## src/rtl/ps2_pkg.sv

```systemverilog
`default_nettype none
// +----------------------------------------------------------------------------+
// | ps2_pkg: shared state codes, error codes and command bytes for PS/2 host   |
// | Rev 1.0 - initial release                                                  |
// +----------------------------------------------------------------------------+
package ps2_pkg;

    typedef logic [2:0] state_t;

    localparam state_t S_IDLE    = 3'd0;
    localparam state_t S_INHIBIT = 3'd1;
    localparam state_t S_START   = 3'd2;
    localparam state_t S_SHIFT   = 3'd3;
    localparam state_t S_ACK     = 3'd4;
    localparam state_t S_RELEASE = 3'd5;

    typedef logic [1:0] err_t;

    localparam err_t E_OK        = 2'd0;
    localparam err_t E_START_TMO = 2'd1;
    localparam err_t E_XFER_TMO  = 2'd2;
    localparam err_t E_NOACK     = 2'd3;

    localparam logic [7:0] CMD_SET_LED = 8'hED;
    localparam logic [7:0] CMD_ENABLE  = 8'hF4;
    localparam logic [7:0] CMD_RESET   = 8'hFF;

    // Odd parity bit: makes the total count of ones across data+parity odd.
    function automatic logic odd_parity(input logic [7:0] data);
        return ~^data;
    endfunction

endpackage : ps2_pkg
`default_nettype wire

```

## src/rtl/ps2_line_sync.sv

```systemverilog
`default_nettype none
// +----------------------------------------------------------------------------+
// | ps2_line_sync: 2-FF synchronizer for PS2_CLK/PS2_DAT, CLK falling detect   |
// | Rev 1.0 - initial release                                                  |
// +----------------------------------------------------------------------------+
module ps2_line_sync (
    input  logic i_clk,
    input  logic i_rst_n,
    input  logic i_ps2_clk,
    input  logic i_ps2_dat,
    output logic o_clk_sync,
    output logic o_dat_sync,
    output logic o_clk_fall
);

    logic [1:0] r_clk_pipe;
    logic [1:0] r_dat_pipe;
    logic       r_clk_prev;

    // Idle lines are pulled high, so reset to 1 to avoid a phantom falling edge.
    always_ff @(posedge i_clk) begin
        if (!i_rst_n) begin
            r_clk_pipe <= 2'b11;
            r_dat_pipe <= 2'b11;
            r_clk_prev <= 1'b1;
        end else begin
            r_clk_pipe <= {r_clk_pipe[0], i_ps2_clk};
            r_dat_pipe <= {r_dat_pipe[0], i_ps2_dat};
            r_clk_prev <= r_clk_pipe[1];
        end
    end

    assign o_clk_sync = r_clk_pipe[1];
    assign o_dat_sync = r_dat_pipe[1];
    assign o_clk_fall = r_clk_prev & ~r_clk_pipe[1];

endmodule : ps2_line_sync
`default_nettype wire

```

## src/rtl/ps2_host_tx.sv

```systemverilog
`default_nettype none
// +----------------------------------------------------------------------------+
// | ps2_host_tx: PS/2 host-to-device command byte transmitter (open-drain oe)  |
// | Rev 1.0 - initial release                                                  |
// +----------------------------------------------------------------------------+
module ps2_host_tx
    import ps2_pkg::*;
#(
    parameter int INHIBIT_CYC = 12,
    parameter int START_TMO   = 1500,
    parameter int XFER_TMO    = 200
) (
    input  logic       i_clk,
    input  logic       i_rst_n,
    input  logic [7:0] i_data,
    input  logic       i_valid,
    output logic       o_ready,
    input  logic       i_ps2_clk,
    input  logic       i_ps2_dat,
    output logic       o_ps2_clk_oe,
    output logic       o_ps2_dat_oe,
    output logic       o_rx_inhibit,
    output logic       o_done,
    output logic [1:0] o_err,
    output logic [2:0] o_state
);

    localparam int c_cnt_max = (START_TMO > INHIBIT_CYC) ? START_TMO : INHIBIT_CYC;
    localparam int c_cnt_w   = $clog2(c_cnt_max + 1);
    localparam int c_xfer_w  = $clog2(XFER_TMO + 1);

    localparam logic [c_cnt_w-1:0]  c_cnt_one   = c_cnt_w'(1);
    localparam logic [c_cnt_w-1:0]  c_inh_pre   = c_cnt_w'(INHIBIT_CYC - 2);
    localparam logic [c_cnt_w-1:0]  c_inh_last  = c_cnt_w'(INHIBIT_CYC - 1);
    localparam logic [c_cnt_w-1:0]  c_start_last = c_cnt_w'(START_TMO - 1);
    localparam logic [c_xfer_w-1:0] c_xfer_one  = c_xfer_w'(1);
    localparam logic [c_xfer_w-1:0] c_xfer_last = c_xfer_w'(XFER_TMO - 1);
    localparam logic [3:0]          c_stop_idx  = 4'd9;

    logic w_clk_sync;
    logic w_dat_sync;
    logic w_clk_fall;

    state_t                r_state,  w_state_nxt;
    logic [c_cnt_w-1:0]    r_cnt,    w_cnt_nxt;
    logic [c_xfer_w-1:0]   r_xfer,   w_xfer_nxt;
    logic [3:0]            r_bits,   w_bits_nxt;
    logic [9:0]            r_frame,  w_frame_nxt;
    logic                  r_clk_oe, w_clk_oe_nxt;
    logic                  r_dat_oe, w_dat_oe_nxt;
    logic                  r_done,   w_done_nxt;
    err_t                  r_err,    w_err_nxt;

    ps2_line_sync u_line_sync (
        .i_clk      (i_clk),
        .i_rst_n    (i_rst_n),
        .i_ps2_clk  (i_ps2_clk),
        .i_ps2_dat  (i_ps2_dat),
        .o_clk_sync (w_clk_sync),
        .o_dat_sync (w_dat_sync),
        .o_clk_fall (w_clk_fall)
    );

    always_ff @(posedge i_clk) begin
        if (!i_rst_n) begin
            r_state  <= S_IDLE;
            r_cnt    <= '0;
            r_xfer   <= '0;
            r_bits   <= '0;
            r_frame  <= '0;
            r_clk_oe <= 1'b0;
            r_dat_oe <= 1'b0;
            r_done   <= 1'b0;
            r_err    <= E_OK;
        end else begin
            r_state  <= w_state_nxt;
            r_cnt    <= w_cnt_nxt;
            r_xfer   <= w_xfer_nxt;
            r_bits   <= w_bits_nxt;
            r_frame  <= w_frame_nxt;
            r_clk_oe <= w_clk_oe_nxt;
            r_dat_oe <= w_dat_oe_nxt;
            r_done   <= w_done_nxt;
            r_err    <= w_err_nxt;
        end
    end

    always_comb begin
        w_state_nxt  = r_state;
        w_cnt_nxt    = r_cnt;
        w_xfer_nxt   = r_xfer;
        w_bits_nxt   = r_bits;
        w_frame_nxt  = r_frame;
        w_clk_oe_nxt = r_clk_oe;
        w_dat_oe_nxt = r_dat_oe;
        w_done_nxt   = 1'b0;
        w_err_nxt    = r_err;

        case (r_state)
            S_IDLE: begin
                w_clk_oe_nxt = 1'b0;
                w_dat_oe_nxt = 1'b0;
                if (i_valid) begin
                    w_state_nxt  = S_INHIBIT;
                    w_cnt_nxt    = '0;
                    w_xfer_nxt   = '0;
                    w_bits_nxt   = '0;
                    w_frame_nxt  = {1'b1, odd_parity(i_data), i_data};
                    w_err_nxt    = E_OK;
                    w_clk_oe_nxt = 1'b1;
                end
            end

            S_INHIBIT: begin
                w_cnt_nxt = r_cnt + c_cnt_one;
                // Start bit goes low one cycle before CLK is released.
                if (r_cnt == c_inh_pre) begin
                    w_dat_oe_nxt = 1'b1;
                end
                if (r_cnt == c_inh_last) begin
                    w_state_nxt  = S_START;
                    w_cnt_nxt    = '0;
                    w_clk_oe_nxt = 1'b0;
                    w_dat_oe_nxt = 1'b1;
                end
            end

            S_START: begin
                if (w_clk_fall) begin
                    w_dat_oe_nxt = ~r_frame[0];
                    w_frame_nxt  = {1'b1, r_frame[9:1]};
                    w_bits_nxt   = 4'd1;
                    w_xfer_nxt   = '0;
                    w_state_nxt  = S_SHIFT;
                end else if (r_cnt == c_start_last) begin
                    w_err_nxt    = E_START_TMO;
                    w_clk_oe_nxt = 1'b0;
                    w_dat_oe_nxt = 1'b0;
                    w_state_nxt  = S_RELEASE;
                end else begin
                    w_cnt_nxt = r_cnt + c_cnt_one;
                end
            end

            S_SHIFT: begin
                w_xfer_nxt = r_xfer + c_xfer_one;
                if (w_clk_fall) begin
                    w_dat_oe_nxt = ~r_frame[0];
                    w_frame_nxt  = {1'b1, r_frame[9:1]};
                    w_bits_nxt   = r_bits + 4'd1;
                    if (r_bits == c_stop_idx) begin
                        w_state_nxt = S_ACK;
                    end
                end else if (r_xfer == c_xfer_last) begin
                    w_err_nxt    = E_XFER_TMO;
                    w_clk_oe_nxt = 1'b0;
                    w_dat_oe_nxt = 1'b0;
                    w_state_nxt  = S_RELEASE;
                end
            end

            S_ACK: begin
                w_xfer_nxt = r_xfer + c_xfer_one;
                if (w_clk_fall) begin
                    w_err_nxt    = w_dat_sync ? E_NOACK : E_OK;
                    w_clk_oe_nxt = 1'b0;
                    w_dat_oe_nxt = 1'b0;
                    w_state_nxt  = S_RELEASE;
                end else if (r_xfer == c_xfer_last) begin
                    w_err_nxt    = E_XFER_TMO;
                    w_clk_oe_nxt = 1'b0;
                    w_dat_oe_nxt = 1'b0;
                    w_state_nxt  = S_RELEASE;
                end
            end

            S_RELEASE: begin
                w_clk_oe_nxt = 1'b0;
                w_dat_oe_nxt = 1'b0;
                // Timeouts finish at once; otherwise wait for the device to free both lines.
                if ((r_err == E_START_TMO) || (r_err == E_XFER_TMO)) begin
                    w_done_nxt  = 1'b1;
                    w_state_nxt = S_IDLE;
                end else if (w_clk_sync && w_dat_sync) begin
                    w_done_nxt  = 1'b1;
                    w_state_nxt = S_IDLE;
                end else if (r_xfer == c_xfer_last) begin
                    w_err_nxt   = E_XFER_TMO;
                    w_done_nxt  = 1'b1;
                    w_state_nxt = S_IDLE;
                end else begin
                    w_xfer_nxt = r_xfer + c_xfer_one;
                end
            end

            default: begin
                w_clk_oe_nxt = 1'b0;
                w_dat_oe_nxt = 1'b0;
                w_state_nxt  = S_IDLE;
            end
        endcase
    end

    assign o_ready      = (r_state == S_IDLE);
    assign o_rx_inhibit = (r_state != S_IDLE);
    assign o_ps2_clk_oe = r_clk_oe;
    assign o_ps2_dat_oe = r_dat_oe;
    assign o_done       = r_done;
    assign o_err        = r_err;
    assign o_state      = r_state;

endmodule : ps2_host_tx
`default_nettype wire
```

## config.mk

```make
export PLATFORM = sky130hd
export DESIGN_NAME = ps2_host_tx
export DESIGN_NICKNAME = d
export VERILOG_FILES = /design/src/rtl/ps2_pkg.sv /design/src/rtl/ps2_line_sync.sv /design/src/rtl/ps2_host_tx.sv
export SDC_FILE = /design/constraint.sdc
export NUM_CORES = 1
export LEC_CHECK = 0
export ABC_CLOCK_PERIOD_IN_PS = 1950
export CAP_MARGIN = 15
export CELL_PAD_IN_SITES_DETAIL_PLACEMENT = 0
export CELL_PAD_IN_SITES_GLOBAL_PLACEMENT = 1
export CORE_MARGIN = 3
export CORE_UTILIZATION = 30
export CTS_CLUSTER_DIAMETER = 200
export DETAILED_ROUTE_END_ITERATION = 8
export GPL_ROUTABILITY_DRIVEN = 1
export GPL_TIMING_DRIVEN = 1
export PLACE_DENSITY_LB_ADDON = 0.15
export SLEW_MARGIN = 5
export SYNTH_ARGS = -nofsm -noshare
export SYNTH_HDL_FRONTEND = slang
export SYNTH_SLANG_ARGS = --single-unit
```

## constraint.sdc

```tcl
create_clock -name i_clk -period 1.95 [get_ports i_clk]
set_input_delay 0.39 -clock i_clk [delete_from_list [all_inputs] [get_ports i_clk]]
set_output_delay 0.39 -clock i_clk [all_outputs]
set_load 0.02 [all_outputs]
```

# Word-level counts from Yosys, hierarchy flattened
# Cells that the tools add are included.
# word_totals
ff_bits,46
out_inout_bits,10
elab_cells,125
# classes
add_sub_neg,3
eq_ne,28
muxes,58
bitwise,3
n_reduce_logical,21
# ops
op,count
$mux W11,4
$mux W8,5
$mux W3,11
$pmux W11 S3,1
$pmux W8 S4,1
$eq A11 B4 Y1 const B,2
$mux W10,2
$pmux W10 S2,1
$mux W2,9
$ne A2 B2 Y1 const B,9
$pmux W3 S6,1
$mux W1,16
$mux W4,3
$pmux W4 S3,1
$reduce_and A4 Y1,3
$add A11 B1 Y11 const B,1
$eq A11 B11 Y1 const B,1
$pmux W2 S5,1
$reduce_bool A3 Y1,3
$add A8 B1 Y8 const B,1
$eq A8 B8 Y1 const B,1
$reduce_xnor A8 Y1,1
$reduce_and A7 Y1,1
$eq A3 B2 Y1 const B,2
other kinds (25),32

# Depth between registers and ports, before layout
# logic_depth
ltp_word,5
mapped_depth,8
depth_no_buf,8

# By module
# A second synthesis with hierarchy kept.
# hier_totals
cells_unflattened,322
area_unflattened_um2,2576.2
# by_module_without_submodules
mod,instances,cells_per_inst,area_per_inst_um2,seq_area_each_um2
ps2_host_tx,1,311,2438.6,820.8
ps2_line_sync,1,11,137.6,100.1

# Least setup slack after synthesis
# OpenSTA, ideal clock, no wires.
# synth_timing
kind,register to register
startpoint,register r_state[2] (netlist: o_state[2])
endpoint,register r_bits[0]
t_arrival_ns,2.054
required_ns,1.822
path_slack_ns,-0.231
stages_incl_launch_ff,8
n_path_buf,2
synth_period_minus_slack_ns,2.181
cell_sequence,dfxtp_1 -> clkbuf_1 -> nor3_1 -> nand2_1 -> nand2_1 -> buf_1 -> mux2i_1 -> nor2_1
# synth_between
elab_chain_cells,3
word_cells_on_any_way,9
classes_between,eq/ne: 5; mux: 1; reduce/logical: 3
# synth_lines
element,line_no,rtl
"start, declared",ps2_host_tx.sv:44,"state_t r_state, w_state_nxt;"
"start signal, assigned",ps2_host_tx.sv:76,r_state <= w_state_nxt;
$logic_not A3 Y1 *,n/a,
via o_ready,ps2_host_tx.sv:17,"output logic o_ready,"
$ne A2 B2 Y1 (no source line) / $reduce_bool A3 Y1 (equally long branches),n/a,
$reduce_and A4 Y1 (no source line),n/a,
"end signal, assigned",ps2_host_tx.sv:79,r_bits <= w_bits_nxt;
"end, declared",ps2_host_tx.sv:47,"logic [3:0] r_bits, w_bits_nxt;"
# Mark *: on every way through the listed nets, which the timed path passes. The rest lies on a longest branch.
# A chain may end at the register's enable or synchronous reset.

# Final worst setup path
# layout_timing
startpoint,register r_cnt[9]
endpoint,register r_state[0] (netlist: o_state[0])
# layout_between
elab_chain_cells,3
word_cells_on_any_way,5
classes_between,eq/ne: 4; reduce/logical: 1
# layout_lines
element,line_no,rtl
"start, declared",ps2_host_tx.sv:45,"logic [c_cnt_w-1:0] r_cnt, w_cnt_nxt;"
"start signal, assigned",ps2_host_tx.sv:77,r_cnt <= w_cnt_nxt;
$eq A11 B11 Y1 / $eq A11 B4 Y1 (equally long branches),"ps2_host_tx.sv:135, ps2_host_tx.sv:120",
$ne A3 B2 Y1 (no source line) / $ne A2 B2 Y1 (equally long branches),n/a,
$reduce_and A5 Y1 (no source line) *,n/a,
# Every way passes the cells marked *; elsewhere a longest branch is shown, timed or not.

==> summary.md <==
| Metric | Value |
|---|---|
| Status | finished with violations |
| Failing checks | setup timing |
| Peak Freq | 501 MHz |
| Most used flip-flop cell after synthesis | dfxtp_1 |
| Core Footprint | 7490 sq um |
| Sequential element share of the synthesized area | 38.5% |
| Synthesis-stage register bit count | 46 |
| Share of total power consumed by net switching | 38.4% |
| Cell area after technology mapping | 2390 sq um |
| FF-to-FF Start | r_cnt[9]$_SDFFE_PN0P_ |
| Max Slew Vio Count | 0 |
| Power Internal | 2.25 mW |
| Commonest non-fill, non-tap cells in the layout | 49 x buf_4, 41 x nor2_1, 40 x dfxtp_1, 38 x nand2_1, 22 x a21oi_1 |
| Clock network latency to the later pin of the worst-skew pair | 0.29 ns |
| Pin slew with the least headroom to its limit | 0.358 ns |
| Seq pwr share | 33.7% |
| Global-route usage over all layers | 14.6% |
| Synth area leaders | dfxtp_1 38%, nor2_1 6.4%, nand2_1 6.0%, xnor2_1 5.9%, a21oi_1 5.0% |
| Final RePlAce weighted congestion | 0.836 |
| Worst rel slew slack | 76.1% |
| Simple-gate share of the synthesized area | 26.8% |
| Final hold violations | 0 |
| Worst stage delay on the critical path | 0.35 ns |
| Fin nets | 379 |
| Leak pwr | 1.23 nW |
| Ys async rst share | 0% |
| Via count | 2252 |
| Overall routed net length | 6020 um |
| Hold EP | u_line_sync.r_clk_pipe[1]$_SDFF_PN1_ |
| Pin count of the biggest net entering global routing | 21 |
| Via count of the first global-routing pass | 2206 |
| Data required, critical path | 2.14 ns |
| Category of cells accounting for the largest share of critical-path delay | compound AO/OA/AOI/OAI gates |
| Placed cells | 452 |
| Power per cell area | 1130 nW/um^2 |
| Clock period minus final worst setup slack | 1.99 ns |
| Crit Reg-Reg Endpoint | o_state[0]$_SDFFE_PN0P_ |
| Crit Path Category | reg -> reg |
| Power share of the clock group | 16.6% |
| IO Pins | 23 |
| Net Sw Power | 1.40 mW |
| Post-detailed-placement half-perimeter wirelength | 4570 um |
| Reg-to-reg setup timing slack | -0.04 ns |
| Growth of design area from synthesis to finish | 35.1% |
| Startpoint of the tightest hold check path | u_line_sync.r_clk_pipe[0]$_SDFF_PN1_ |
| Ant. Diodes | 0 |
| Die height | 95.3 um |
| Die extent in x | 95.3 um |
| CTS tree | built |
| Max_cap viols | 0 |
| Sum of internal, switching and leakage power | 3.65 mW |
| Total of warnings raised by yosys | 0 |
| Starting Density | 32.0% |
| Worst Reg2Reg Path Length in Cells | 6 |
| Main combinational cell family by area after synthesis | simple AND/OR/NAND/NOR gates |
| Comb pwr share | 49.7% |
| Post-route antenna net violation count | 0 |
| Die ar. | 9080 sq um |
| Total clock buffers created by CTS | 5 |
| Final period utilization | 102% |
| 1st-pass router iterations | 4 |
| DR iter-0 viols | 84 |
| Count of hold-fix buffers inserted at cts | 0 |
| Final instance count without filler cells | 461 |
| Number of I/O port buffers | 22 |
| Distinct cell type count of the synthesized netlist | 50 |
| Syn_nets | 315 |
| Max Clock Skew | 0.00490 ns |
| Global-route wire length before repair | 10500 um |
| Hold-critical path depth | 1 |
| Most frequent standard cell in the layout excluding fill and tap cells | buf_4 |
| Share of post-route cells with drive strength above 1 | 22.9% |
| Setup violators final | 2 |
| Clock net sink count | 46 |
| Adder-cell area share of the yosys netlist | 2.62% |
| Clock edge transition at the registers on the reported setup and hold paths | 0.09 ns |
| DR vias/cell | 4.89 |
| Fraction of post-synthesis cell area in the top cell type by area | 38.5% |
| EDFF count, synth | 0 |
| Xor and xnor fraction of the mapped netlist area | 7.69% |
| Worst path buffer plus inverter count | 1 |
| Worst setup slack after layout | -0.0441 ns |
| Cell Chain, Critical Path | nor4b_4 -> nand4_1 -> a32o_2 -> a311o_1 -> buf_4 -> o221a_2 |
| Maximum fanout encountered on the critical timing path | 3 |
| Maximum vdd drop | 0.650 mV |
| Routed wirelength normalized by instance count | 13.1 um |
| Area fraction in compound gates after synthesis | 18.8% |
| Antenna violations before repair | 0 |
| Number of H-tree levels | 2 |
| Share of synthesized area spent on multiplexers | 1.67% |
| Largest area contributor in the netlist | dfxtp_1 |
| Number of remaining DRC errors | 0 |
| Max clock buf depth | 2 |
| Kind of capture point of the worst setup path | flop |
| Arrival @ worst endpoint | 2.19 ns |
| Class of the worst hold path | reg -> reg |
| Overflow left after global routing | 0 |
| Avg Synthesized Cell Area | 8.05 sq um |
| Worst setup slack after placement | -0.248 ns |
| Launching element type of the critical path | flop |
| RSZ-0062 raised after global routing | true |
| Slowest CP cell | nor4b_4 |
| Number of rows created at floorplan | 31 |
| Syn Inst Count | 297 |
| Root buffer selected by CTS | clkbuf_8 |
cells by family (layout without fill, tap and decap cells):
group,after synthesis,count (layout)
simple gates,132,132
xor+xnor,21,21
mux,4,4
compound gates,65,65
buf+inv,24,89
flops,46,46
fa+ha+maj,5,5
through the flow:
step                      hold slack (ns)  utilization [%]  TNS [ns]  instance area [sq um]
after floorplan                     0.386                -   -0.0303                   2420
after global placement              0.389             41.1     -1.52                   3080
after detailed placement            0.391             41.1     -1.88                   3080
after CTS                           0.412             42.3    -0.128                   3170
after global routing                0.433             43.2    -0.341                   3230
final                               0.410             43.2   -0.0741                   3230
metal layers:
layer | track usage (%) | share of wire, % | vias to the layer above
li1 | - | - | 1185
met1 | 20.5 | 51 | 1028
met2 | 22.9 | 45 | 35
met3 | 2.68 | 3.4 | 4
met4 | 3.97 | 0.80 | 0
met5 | 0 | 0 | -
worst reg2reg max path: stages (launching register included):
cell	delay [ns]
dfxtp_2	0.34
nor4b_4	0.35
nand4_1	0.17
a32o_2	0.31
a311o_1	0.29
buf_4	0.16
o221a_2	0.27
power groups by stage:
stage                     Combinational (mW)  Sequential [mW]  Clock [mW]
after CTS                               1.75             1.23       0.640
after global placement                  1.77             1.24           0
after global routing                    2.03             1.25       0.665
after floorplan                         1.02             1.24           0
after detailed placement                1.77             1.24           0
final                                   1.82             1.23       0.608
how the worst max path moves through the flow:
stage | slack (ns) | cells past startpoint | start | endpoint
3_3_place_gp | -0.19 | 6 | i_valid | r_xfer[7]$_SDFFE_PN0P_
6_report | -0.04 | 6 | r_cnt[9]$_SDFFE_PN0P_ | o_state[0]$_SDFFE_PN0P_
5_1_grt | -0.14 | 6 | r_cnt[9]$_SDFFE_PN0P_ | o_state[2]$_SDFFE_PN0P_
3_5_place_dp | -0.25 | 6 | i_valid | r_xfer[7]$_SDFFE_PN0P_
4_1_cts | -0.05 | 6 | r_cnt[5]$_SDFFE_PN0P_ | o_state[2]$_SDFFE_PN0P_
2_1_floorplan | -0.03 | 8 | r_xfer[1]$_SDFFE_PN0P_ | r_xfer[7]$_SDFFE_PN0P_
cells in the mapped netlist (2+ instances only):
master and number:
dfxtp_1 46, nor2_1 41, nand2_1 38, a21oi_1 24, xnor2_1 16, nor3_1 13, clkbuf_1 11, a311oi_1 10
o21ai_0 9, inv_1 7, nand2b_1 7, nand4_1 7, ha_1 5, xor2_1 5, mux2i_1 4, a31oi_1 3
and2_1 3, buf_2 3, nand3_1 3, nor2b_1 3, nor4_1 3, o31ai_1 3, and3_1 2, buf_1 2
o221a_2 2, or3_1 2, or4_1 2
final cells by class:
cell class                 instances  area (sq um)
clock inverter                     1          5.00
multi-input combinational        227          1440
inverter                           8          30.0
timing repair buffer              73           616
sequential                        46           931
tap                               99           124
clock buffer                       7          86.3
fill                             766          4250
registers in the layout, summed over array words and instances, names as in the netlist:
signal and flops:
r_frame 10, o_ps2_clk_oe 1, u_line_sync.r_clk_pipe 2, r_cnt 11
o_done 1, o_state 3, u_line_sync.r_clk_prev 1, u_line_sync.r_dat_pipe 2
o_ps2_dat_oe 1, r_xfer 8, r_bits 4, o_err 2
repair_timing:
item	in CTS	in global routing
pin swaps	4	6
setup endpoints to repair	8	12
setup buffers	0	1
resized for setup	6	12
(Power assumes the default switching activity.)
